==> config.mk <==
export PLATFORM = sky130hd
export DESIGN_NAME = hack_mmio
export DESIGN_NICKNAME = d
export VERILOG_FILES = /design/src/rtl/hack_mmio_pkg.sv /design/src/rtl/hack_mmio_key_debounce.sv /design/src/rtl/hack_mmio.sv
export SDC_FILE = /design/constraint.sdc
export NUM_CORES = 1
export LEC_CHECK = 0
export BUFFER_PORTS_ARGS = -buffer_cell sky130_fd_sc_hd__buf_2
export CAP_MARGIN = 20
export CORE_MARGIN = 2
export CORE_UTILIZATION = 34
export CTS_BUF_LIST = sky130_fd_sc_hd__clkbuf_4 sky130_fd_sc_hd__clkbuf_8
export DETAILED_ROUTE_END_ITERATION = 10
export MAX_ROUTING_LAYER = met4
export PLACE_DENSITY_LB_ADDON = 0.3
export SETUP_SLACK_MARGIN = 0.02
export SLEW_MARGIN = 25
export SYNTH_ARGS = -nofsm -noshare
export SYNTH_HDL_FRONTEND = slang
export SYNTH_HIERARCHICAL = 1
export SYNTH_SLANG_ARGS = --single-unit
==> constraint.sdc <==
create_clock -name clk -period 1.9 [get_ports clk]
set_input_delay 0.19 -clock clk [delete_from_list [all_inputs] [get_ports clk]]
set_output_delay 0.19 -clock clk [all_outputs]
set_load 0.005 [all_outputs]
==> src/rtl/hack_mmio_pkg.sv <==
// hack_mmio_pkg
//   Shared definitions for the Hack data-side MMIO controller:
//   - base addresses of every window in the 15-bit CPU data space
//   - the region-select type used by the address decoder and read path
//   - decode_region(): maps a CPU data address onto its region
package hack_mmio_pkg;

    localparam logic [14:0] RAM_BASE       = 15'h0000;
    localparam logic [14:0] SCREEN_BASE    = 15'h4000;
    localparam logic [14:0] KBD_ADDR       = 15'h6000;
    localparam logic [14:0] KEY_EVENT_ADDR = 15'h6001;
    localparam logic [14:0] LED_ADDR       = 15'h6002;

    typedef enum logic [2:0] {
        REG_RAM,
        REG_SCREEN,
        REG_KBD,
        REG_EVENT,
        REG_LED,
        REG_NONE
    } region_t;

    // RAM is a 16K-aligned window and SCREEN an 8K-aligned window, so each
    // is matched on its upper address bits only.
    function automatic region_t decode_region(input logic [14:0] addr);
        region_t r;
        if ({addr[14], 14'h0000} == RAM_BASE) begin
            r = REG_RAM;
        end else if ({addr[14:13], 13'h0000} == SCREEN_BASE) begin
            r = REG_SCREEN;
        end else if (addr == KBD_ADDR) begin
            r = REG_KBD;
        end else if (addr == KEY_EVENT_ADDR) begin
            r = REG_EVENT;
        end else if (addr == LED_ADDR) begin
            r = REG_LED;
        end else begin
            r = REG_NONE;
        end
        return r;
    endfunction

endpackage

==> src/rtl/hack_mmio_key_debounce.sv <==
// key_debounce
//   One push-button: two-flop synchroniser, stability counter, accepted
//   level and a one-cycle press-edge pulse.
//   Ports:
//     clk         in   system clock
//     reset_n     in   asynchronous active-low reset
//     key_raw_n   in   raw asynchronous button, active-low
//     pressed     out  accepted (debounced) level, 1 = pressed
//     press_pulse out  high in the cycle whose closing edge accepts a press
module key_debounce
    import hack_mmio_pkg::*;
#(
    parameter int unsigned DEBOUNCE_CYCLES = 500000
) (
    input  logic clk,
    input  logic reset_n,
    input  logic key_raw_n,
    output logic pressed,
    output logic press_pulse
);

    localparam int unsigned     CNT_W   = (DEBOUNCE_CYCLES > 1) ? $clog2(DEBOUNCE_CYCLES) : 1;
    localparam logic [CNT_W-1:0] CNT_MAX = CNT_W'(DEBOUNCE_CYCLES - 1);

    logic             sync1_n;
    logic             sync2_n;
    logic             accepted_n;
    logic [CNT_W-1:0] cnt;
    logic             settle;

    // The synchronised level differs from the accepted one and has done so
    // for the full window: the next edge adopts it.
    assign settle = (sync2_n != accepted_n) && (cnt == CNT_MAX);

    always_ff @(posedge clk or negedge reset_n) begin
        if (!reset_n) begin
            sync1_n    <= 1'b1;
            sync2_n    <= 1'b1;
            accepted_n <= 1'b1;
            cnt        <= '0;
        end else begin
            sync1_n <= key_raw_n;
            sync2_n <= sync1_n;
            if (sync2_n == accepted_n) begin
                cnt <= '0;
            end else if (cnt == CNT_MAX) begin
                accepted_n <= sync2_n;
                cnt        <= '0;
            end else begin
                cnt <= cnt + 1'b1;
            end
        end
    end

    assign pressed     = ~accepted_n;
    // Pulse is combinational so the event register sets on the same edge
    // that the accepted level flips to pressed.
    assign press_pulse = settle & ~sync2_n;

endmodule

==> src/rtl/hack_mmio.sv <==
// hack_mmio
//   Memory-mapped I/O controller for the Hack CPU data port.
//   Decodes cpu_addr into RAM / SCREEN / KBD / KEY_EVENT / LED windows,
//   debounces NUM_KEYS buttons into a Hack keyboard code and a sticky
//   write-1-to-clear event register, and holds a writable LED register.
//   Read data has one cycle of latency, matching the block RAMs.
//   Ports:
//     clk, reset_n          clock, asynchronous active-low reset
//     cpu_addr/wdata/we     CPU data port request
//     cpu_rdata             read data, valid the cycle after cpu_addr
//     ram_addr/wdata/we     RAM port (14-bit word address)
//     ram_rdata             RAM read data (1-cycle BRAM)
//     scr_addr/wdata/we     screen buffer port (13-bit word address)
//     scr_rdata             screen read data (1-cycle BRAM)
//     key_raw_n             raw buttons, active-low
//     led_n                 LED drive, active-low
module hack_mmio
    import hack_mmio_pkg::*;
#(
    parameter int unsigned NUM_KEYS        = 4,
    parameter int unsigned NUM_LEDS        = 4,
    parameter int unsigned DEBOUNCE_CYCLES = 500000,
    parameter int unsigned KEY_CODE_BASE   = 130
) (
    input  logic                clk,
    input  logic                reset_n,
    input  logic [14:0]         cpu_addr,
    input  logic [15:0]         cpu_wdata,
    input  logic                cpu_we,
    output logic [15:0]         cpu_rdata,
    output logic [13:0]         ram_addr,
    output logic [15:0]         ram_wdata,
    output logic                ram_we,
    input  logic [15:0]         ram_rdata,
    output logic [12:0]         scr_addr,
    output logic [15:0]         scr_wdata,
    output logic                scr_we,
    input  logic [15:0]         scr_rdata,
    input  logic [NUM_KEYS-1:0] key_raw_n,
    output logic [NUM_LEDS-1:0] led_n
);

    region_t             addr_region;
    region_t             rd_region;
    logic [15:0]         rd_value;
    logic [15:0]         rd_value_next;
    logic [15:0]         kbd_code;
    logic [NUM_KEYS-1:0] key_pressed;
    logic [NUM_KEYS-1:0] key_pulse;
    logic [NUM_KEYS-1:0] key_event;
    logic [NUM_KEYS-1:0] event_clear;
    logic [NUM_LEDS-1:0] led_reg;

    // ------------------------------------------------------------------
    // Address decode and memory pass-through
    // ------------------------------------------------------------------
    assign addr_region = decode_region(cpu_addr);

    assign ram_addr  = cpu_addr[13:0];
    assign ram_wdata = cpu_wdata;
    assign ram_we    = cpu_we && (addr_region == REG_RAM);

    assign scr_addr  = cpu_addr[12:0];
    assign scr_wdata = cpu_wdata;
    assign scr_we    = cpu_we && (addr_region == REG_SCREEN);

    // ------------------------------------------------------------------
    // Push-button debouncers
    // ------------------------------------------------------------------
    for (genvar i = 0; i < NUM_KEYS; i++) begin : g_key
        key_debounce #(
            .DEBOUNCE_CYCLES(DEBOUNCE_CYCLES)
        ) u_key (
            .clk         (clk),
            .reset_n     (reset_n),
            .key_raw_n   (key_raw_n[i]),
            .pressed     (key_pressed[i]),
            .press_pulse (key_pulse[i])
        );
    end

    // Lowest-index pressed key wins: scan downwards so the last hit sticks.
    always_comb begin
        kbd_code = '0;
        for (int unsigned i = NUM_KEYS; i > 0; i--) begin
            if (key_pressed[i-1]) begin
                kbd_code = 16'(KEY_CODE_BASE + i - 1);
            end
        end
    end

    // ------------------------------------------------------------------
    // KEY_EVENT: sticky, write-1-to-clear; a press edge beats a clear
    // ------------------------------------------------------------------
    always_comb begin
        event_clear = '0;
        if (cpu_we && (addr_region == REG_EVENT)) begin
            event_clear = cpu_wdata[NUM_KEYS-1:0];
        end
    end

    always_ff @(posedge clk or negedge reset_n) begin
        if (!reset_n) begin
            key_event <= '0;
        end else begin
            key_event <= (key_event & ~event_clear) | key_pulse;
        end
    end

    // ------------------------------------------------------------------
    // LED register
    // ------------------------------------------------------------------
    always_ff @(posedge clk or negedge reset_n) begin
        if (!reset_n) begin
            led_reg <= '0;
        end else if (cpu_we && (addr_region == REG_LED)) begin
            led_reg <= cpu_wdata[NUM_LEDS-1:0];
        end
    end

    assign led_n = ~led_reg;

    // ------------------------------------------------------------------
    // Read path: register the region and any local register value now,
    // mux with the BRAM outputs next cycle.
    // ------------------------------------------------------------------
    always_comb begin
        rd_value_next = '0;
        case (addr_region)
            REG_KBD:   rd_value_next = kbd_code;
            REG_EVENT: rd_value_next = 16'(key_event);
            REG_LED:   rd_value_next = 16'(led_reg);
            default:   rd_value_next = '0;
        endcase
    end

    always_ff @(posedge clk or negedge reset_n) begin
        if (!reset_n) begin
            rd_region <= REG_NONE;
            rd_value  <= '0;
        end else begin
            rd_region <= addr_region;
            rd_value  <= rd_value_next;
        end
    end

    always_comb begin
        cpu_rdata = '0;
        case (rd_region)
            REG_RAM:                    cpu_rdata = ram_rdata;
            REG_SCREEN:                 cpu_rdata = scr_rdata;
            REG_KBD, REG_EVENT, REG_LED: cpu_rdata = rd_value;
            default:                    cpu_rdata = '0;
        endcase
    end

endmodule
==> Word level (Yosys, flattened, before mapping) <==
Cells that the tools add are included.
{ "word_totals": {"ff_bits": 115, "latch_bits": 0, "ram_bits": 0, "mem_bits_ro": 0, "word_cells": 99, "n_memories": 0} }
{ "classes": {"addsub": 4, "multipliers": 0, "div": 0, "order_cmp": 0, "eq_ne": 24, "n_shift": 0, "mux": 20, "bitwise": 16, "reduce_logical": 15} }
{ "op_table": {"columns": ["op", "n"], "rows": [
  ["$mux 19", 8],
  ["$pmux 16 s3", 2],
  ["$add 19x1->19 const B", 4],
  ["$eq 19x19->1 const B", 4],
  ["$mux 16", 3],
  ["$eq 15x15->1 const B", 3],
  ["$eq 3x2->1 const B", 4],
  ["$mux 3", 4],
  ["$logic_and 1x1->1", 8],
  ["$mux 8", 1],
  ["$not 1->1", 8],
  ["$not 4->4", 2],
  ["$reduce_and 2->1", 4],
  ["$eq 3x1->1 const B", 2],
  ["$eq 3x3->1 const B", 2],
  ["$logic_not 3->1", 2],
  ["$and 1x1->1", 4],
  ["$and 4x4->4", 1],
  ["$eq 1x1->1", 4],
  ["$mux 4", 1],
  ["$ne 1x1->1", 4],
  ["$or 4x4->4", 1],
  ["$reduce_or 3->1", 1],
  ["$eq 2x2->1 const B", 1],
  ["$mux 1", 1]
]} }

==> Depth between registers and ports, before layout <==
{ "depth": {"depth_word": 12, "depth_mapped": 6} }

==> Hierarchy <==
The synthesis kept the hierarchy.
{ "modules_own_cells": {"columns": ["module", "n_inst", "cells_per_inst", "area_each_um2", "seq_area_each_um2"], "rows": [
  ["key_debounce", 4, 110, 1109.8, 554.3],
  ["hack_mmio", 1, 179, 1519.0, 402.9]
]} }

==> Least setup slack after synthesis <==
No wires, ideal clock.
{ "synth_timing": {"path_kind": "register to register", "start": "register g_key[0].u_key.cnt[0]", "end": "register g_key[0].u_key.cnt[18]", "setup_ns": 0.137, "t_arrival_ns": 1.564, "path_slack_ns": 0.199, "stages_incl_launch_ff": 6, "n_path_buf": 0, "synth_period_minus_slack_ns": 1.701, "cell_sequence": "dfrtp_1 ha_1 nand4_1 nor4_1 a31o_2 a21oi_1"} }
{ "synth_via": {"elab_chain_cells": 3, "word_cells_on_any_way": 4} }
{ "synth_rtl": {"columns": ["element", "line_no", "rtl"], "rows": [
  ["start: declaration", "hack_mmio_key_debounce.sv:28", "logic [CNT_W-1:0] cnt;"],
  ["start signal: assignment", "hack_mmio_key_debounce.sv:50", "cnt <= cnt + 1'b1;"],
  ["$add 19x1->19 or $eq 19x19->1 (tied branches)", "hack_mmio_key_debounce.sv:50, hack_mmio_key_debounce.sv:46", null],
  ["$mux 19 *", "hack_mmio_key_debounce.sv:46", "end else if (cnt == CNT_MAX) begin"],
  ["$mux 19 *", "hack_mmio_key_debounce.sv:44", "if (sync2_n == accepted_n) begin"]
]} }
Every way passes the cells marked *; elsewhere a longest branch is shown, timed or not.
A chain may end at the register's enable or synchronous reset.

==> Worst setup path in the final report <==
{ "layout_timing": {"start": "register rd_region[2]", "end": "output cpu_rdata[2]"} }
{ "layout_via": {"elab_chain_cells": 3, "word_cells_on_any_way": 7} }
{ "layout_rtl": {"columns": ["element", "line_no", "rtl"], "rows": [
  ["start: declaration", "hack_mmio.sv:44", "region_t rd_region;"],
  ["start signal: assignment", "hack_mmio.sv:142", "rd_region <= addr_region;"],
  ["$eq 3x2->1 or $eq 3x3->1 (tied branches)", "hack_mmio.sv:149", "case (rd_region)"],
  ["$reduce_or 3->1", "hack_mmio.sv:149", null],
  ["$pmux 16 s3 *", "hack_mmio.sv:149", null],
  ["end: declaration", "hack_mmio.sv:30", "output logic [15:0] cpu_rdata,"]
]} }
Marked as above.

==> results.md <==
Outcome:
- The flow ran to the end, and the final reports show no timing, DRC or antenna violations.

Global routing:
- In the global route stage, met2 resource usage came out at 0.250.
- The number of antenna violations at the first check in global routing was 0.
- Global routing finished with a remaining overflow of 0.
- For this run, global-route usage on met1 was measured as 0.184.
- Entering global routing, the biggest net connects 105 pins.
- The met3 track utilization from global routing is 0.0388.
- The global-route wire length before repair is 21.5 mm.
- Across every metal layer, demand over resource in global routing totals 0.151.
- The via count of the first global-routing pass is 4340.
- met2 is the most crowded layer.

STA:
- Final hold analysis gives a worst-case slack of 0.0670 ns.
- Setup violations remaining at the end of the flow were counted as 0.
- On the final layout, the worst clock skew is 0.0136 ns.
- Of the available clock period, the critical path in the final layout requires 0.985.
- Headroom to the max-slew limit came out at 0.634.
- The worst-margin pin slew is 0.548 ns.
- The count of pins over their slew limit is 0.
- The worst path needs 1.87 ns of the cycle, external delays included.
- Setup repair after global routing could not meet its margin everywhere.
- The final worst slack is 0.0287 ns.
- For this run, the top clock speed supported by timing is 534 MHz.
- The final count of hold timing violations is 0.

Setup path:
- The worst setup path is captured at an output port.
- The cell count of the worst reg-to-reg path is 4.
- In this run the worst setup path begins at rd_region[2]$_DFF_PN1_.
- The start-to-end type of the worst setup path is reg2out.
- The startpoint of the worst register-to-register path is g_key[1].u_key/cnt[5]$_DFF_PN0_.
- Walking the worst path, the cells encountered are mux2i_1, nor2_1, a21oi_1, o21ai_1, buf_2.
- The setup slack of the worst register-to-register path is 0.10 ns.
- The endpoint of the worst register-to-register path is g_key[1].u_key/cnt[17]$_DFF_PN0_.
- Grouping stages by cell kind, the critical path spends the most delay in flip-flops.
- The end point of the critical path is cpu_rdata[2].
- The critical path crosses 5 cells after its start point.
- The worst setup path is launched from a register.
- At the worst endpoint, the arrival time is 1.68 ns.
- For this design, the slowest cell found on the critical path is dfstp_2.
- Together, buffers and inverters on the worst path number 1.
- In this design, the stage delay of the slowest critical-path cell is 0.69 ns.
- At the worst endpoint, the required time is 1.71 ns.
- The critical-path maximum fanout is 8.

Final layout:
- 0 antenna diodes ended up in the layout.
- The largest registers in the layout are g_key.u_key/cnt x76, rd_value x5.
- The flip-flop count of the largest register, all copies and words added is 76.
- The net count of the finished layout is 764.
- The utilization after layout is 0.391.
- The register with the highest flop count is g_key.u_key/cnt.
- The finished cells cover 6750 um2.
- The area growth from synthesis to final layout is 13.3%.
- In the final layout, the share of cells above drive strength 1 is 0.299.
- The multi-input combinational cells in the finished layout cover a total of 2800 um2.
- The sequential standard cell area is 2620 um2.
- The number of fill cells is 1714.

Floorplanning:
- Row generation in the floorplan step produced 48 rows.
- The floorplan step set the die width to 136 um.
- The total I/O pin count is 151.
- The initial utilization of the core area, before any placement, comes to 0.346.
- The die area is 18600 um2.
- The core region area is 17200 um2.
- The die is 136 um tall.

Synth:
- The number of synthesized register bits is 104.
- The count of synthesis-stage warnings from yosys is 6.
- The count of different cell masters after synthesis is 43.
- The largest total area in the synthesized netlist belongs to dfrtp_1.
- The net count after synthesis is 693.
- The number of instances in the synthesized netlist is 619.
- The mean instance size in the synthesized netlist is 9.63 um2.
- By area the synthesized netlist is led by dfrtp_1, buf_4, xnor2_1.
- The share of the Yosys chip area taken by registers is 0.440.
- The share of synthesized area in the top cell type comes to 0.378.
- The cell area that synthesis handed to floorplanning was 5960 um2.

Job:
- The max-capacitance violation count is 0.

Hold path:
- The tightest min-delay check is of the in2reg type.

Pwr:
- The leakage power figure is 2.84 nW.
- VDD sags by at most 307 uV.
- The completed layout was analyzed and its total power is 3.95 mW.
- The power per unit of standard cell area is 586 nW/um2.

Clocking:
- The deepest clock path buffer count is 2.
- The number of buffers created by CTS is 9.
- The root buffer cell chosen for the clock tree is clkbuf_8.
- The clock latency on the worst-skew pair is 0.38 ns.
- The H-tree depth is 3.
- The CTS tree is yes.
- Clock tree synthesis found a total of 104 sinks.
- The clock transition at the registers of the reported paths is 0.10 ns.

Drt:
- The total detailed-routing wirelength is 13.3 mm.
- Once detail routing completed, the nets flagged for antenna violations numbered 0.
- The detailed-route via count is 4561.
- In the final routed layout, each cell accounts on average for 14.5 um.
- In the routed layout, each cell is associated on average with a via count of 4.96.
- The first detailed-routing pass ran for 4 iterations.
- The detailed router's first-iteration violation count is 341.
- The post-detailed-route DRC marker count is 0.

Placed design:
- The total half-perimeter wirelength after legalization and detailed placement is 9.94 mm.
- The placed instances occupy a cell area of 6440 um2.
- The number of port buffers is 114.
- At the end of routability-driven placement, the weighted congestion stood at 0.847.
- The pre-CTS setup slack is 0.132 ns.
[area by class of cell]
class,instances,share of cell area
clock inverters,4,0.00482
repair buffers,136,0.116
flip-flops and latches,104,0.389
multi-input cells,416,0.415
inverters,23,0.0128
well taps,225,0.0417
clock buffers,12,0.0217
[worst register-to-register path, cell delays in order (launching register included)]
cell and delay (ns):
dfrtp_1 0.49, nand4_2 0.18, or4_4 0.56, or3_1 0.36
a21oi_1 0.15
[cell usage after synthesis, drive strengths merged]
master   count
nand3       25
mux2         8
clkbuf       8
ha           4
and2         5
and3         5
xnor2       48
nand2       35
nor4        15
nor3        31
a21oi       15
xor2        16
nor2        93
dfstp       14
nand4       47
a22o         2
a211oi       1
and4bb       1
nor3b        1
o2bb2ai      1
mux2i       16
o31ai        5
nor2b        2
nor4b        8
buf         68
and4         4
dfrtp       90
or2          1
a21o         4
a31o         4
clkinv       1
or3          4
a32o         1
inv         22
or4          4
o21ai       10
[layer usage]
| metal | wire length, um | vias up | part of all wire |
|---|---|---|---|
| met2 | 6600 | 108 | 0.50 |
| met3 | 650 | 18 | 0.049 |
| met1 | 5850 | 2201 | 0.44 |
| met4 | 203 | 0 | 0.015 |
| li1 | - | 2234 | - |
| met5 | 0 | - | 0 |
[cell usage in the layout (no fill, tap or decap), types with 5 or more instances in the layout]
master         instances
nor4b_1                5
nand3_1               25
a21oi_1               15
buf_2                113
inv_1                 22
and2_1                 5
nor2_1                93
o21ai_0                6
xnor2_1               48
nor4_1                 9
buf_4                 15
mux2_2                 8
nor3_1                30
dfrtp_1               88
nand4_1               38
mux2i_1               15
nand2_1               35
and3_1                 5
nand4_2                5
dfstp_2               14
dlygate4sd3_1          5
clkbuf_8               9
xor2_1                16
[kinds of logic after synthesis]
logic type | after synthesis | synth area share
AND/OR/NAND/NOR | 281 | 0.260
flip-flops | 104 | 0.440
buffers and inverters | 99 | 0.101
XOR/XNOR | 64 | 0.0941
AO/OA/AOI/OAI | 43 | 0.0548
multiplexers | 24 | 0.0420
adder cells (fa/ha/maj) | 4 | 0.00840
[worst min-delay path by stage]
stage / from / end / slack (ns) / cells after the start
after global routing: cpu_addr[14] / rd_region[0]$_DFF_PN1_ / 0.05 / 2
after CTS: cpu_addr[14] / rd_region[0]$_DFF_PN1_ / 0.04 / 2
final: cpu_addr[14] / rd_region[0]$_DFF_PN1_ / 0.07 / 2
after floorplan: reset_n / g_key[0].u_key/cnt[0]$_DFF_PN0_ / -0.11 / 0
after detailed placement: key_raw_n[3] / g_key[3].u_key/sync1_n$_DFF_PN1_ / 0.30 / 1
after global placement: reset_n / rd_value[0]$_DFF_PN0_ / 0.30 / 2
[power by group]
part / internal (mW) / switching (mW)
registers: 2.25 / 0.0468
clock network: 0.526 / 0.742
logic: 0.174 / 0.209
total: 2.95 / 0.998
[what timing repair did]
action	in CTS	in global routing
hold endpoints to repair	94	0
gates resized for setup	7	13
setup buffers	0	1
pin swaps	0	2
setup endpoints to repair	6	29
hold buffers	5	0
[metrics by stage]
stage	std cells	TNS, ns
floorplan	619	0
global placement	898	0
detailed placement	898	0
CTS	919	-0.0201
global route	920	-0.406
finish	920	0
(Power assumes the default switching activity.)
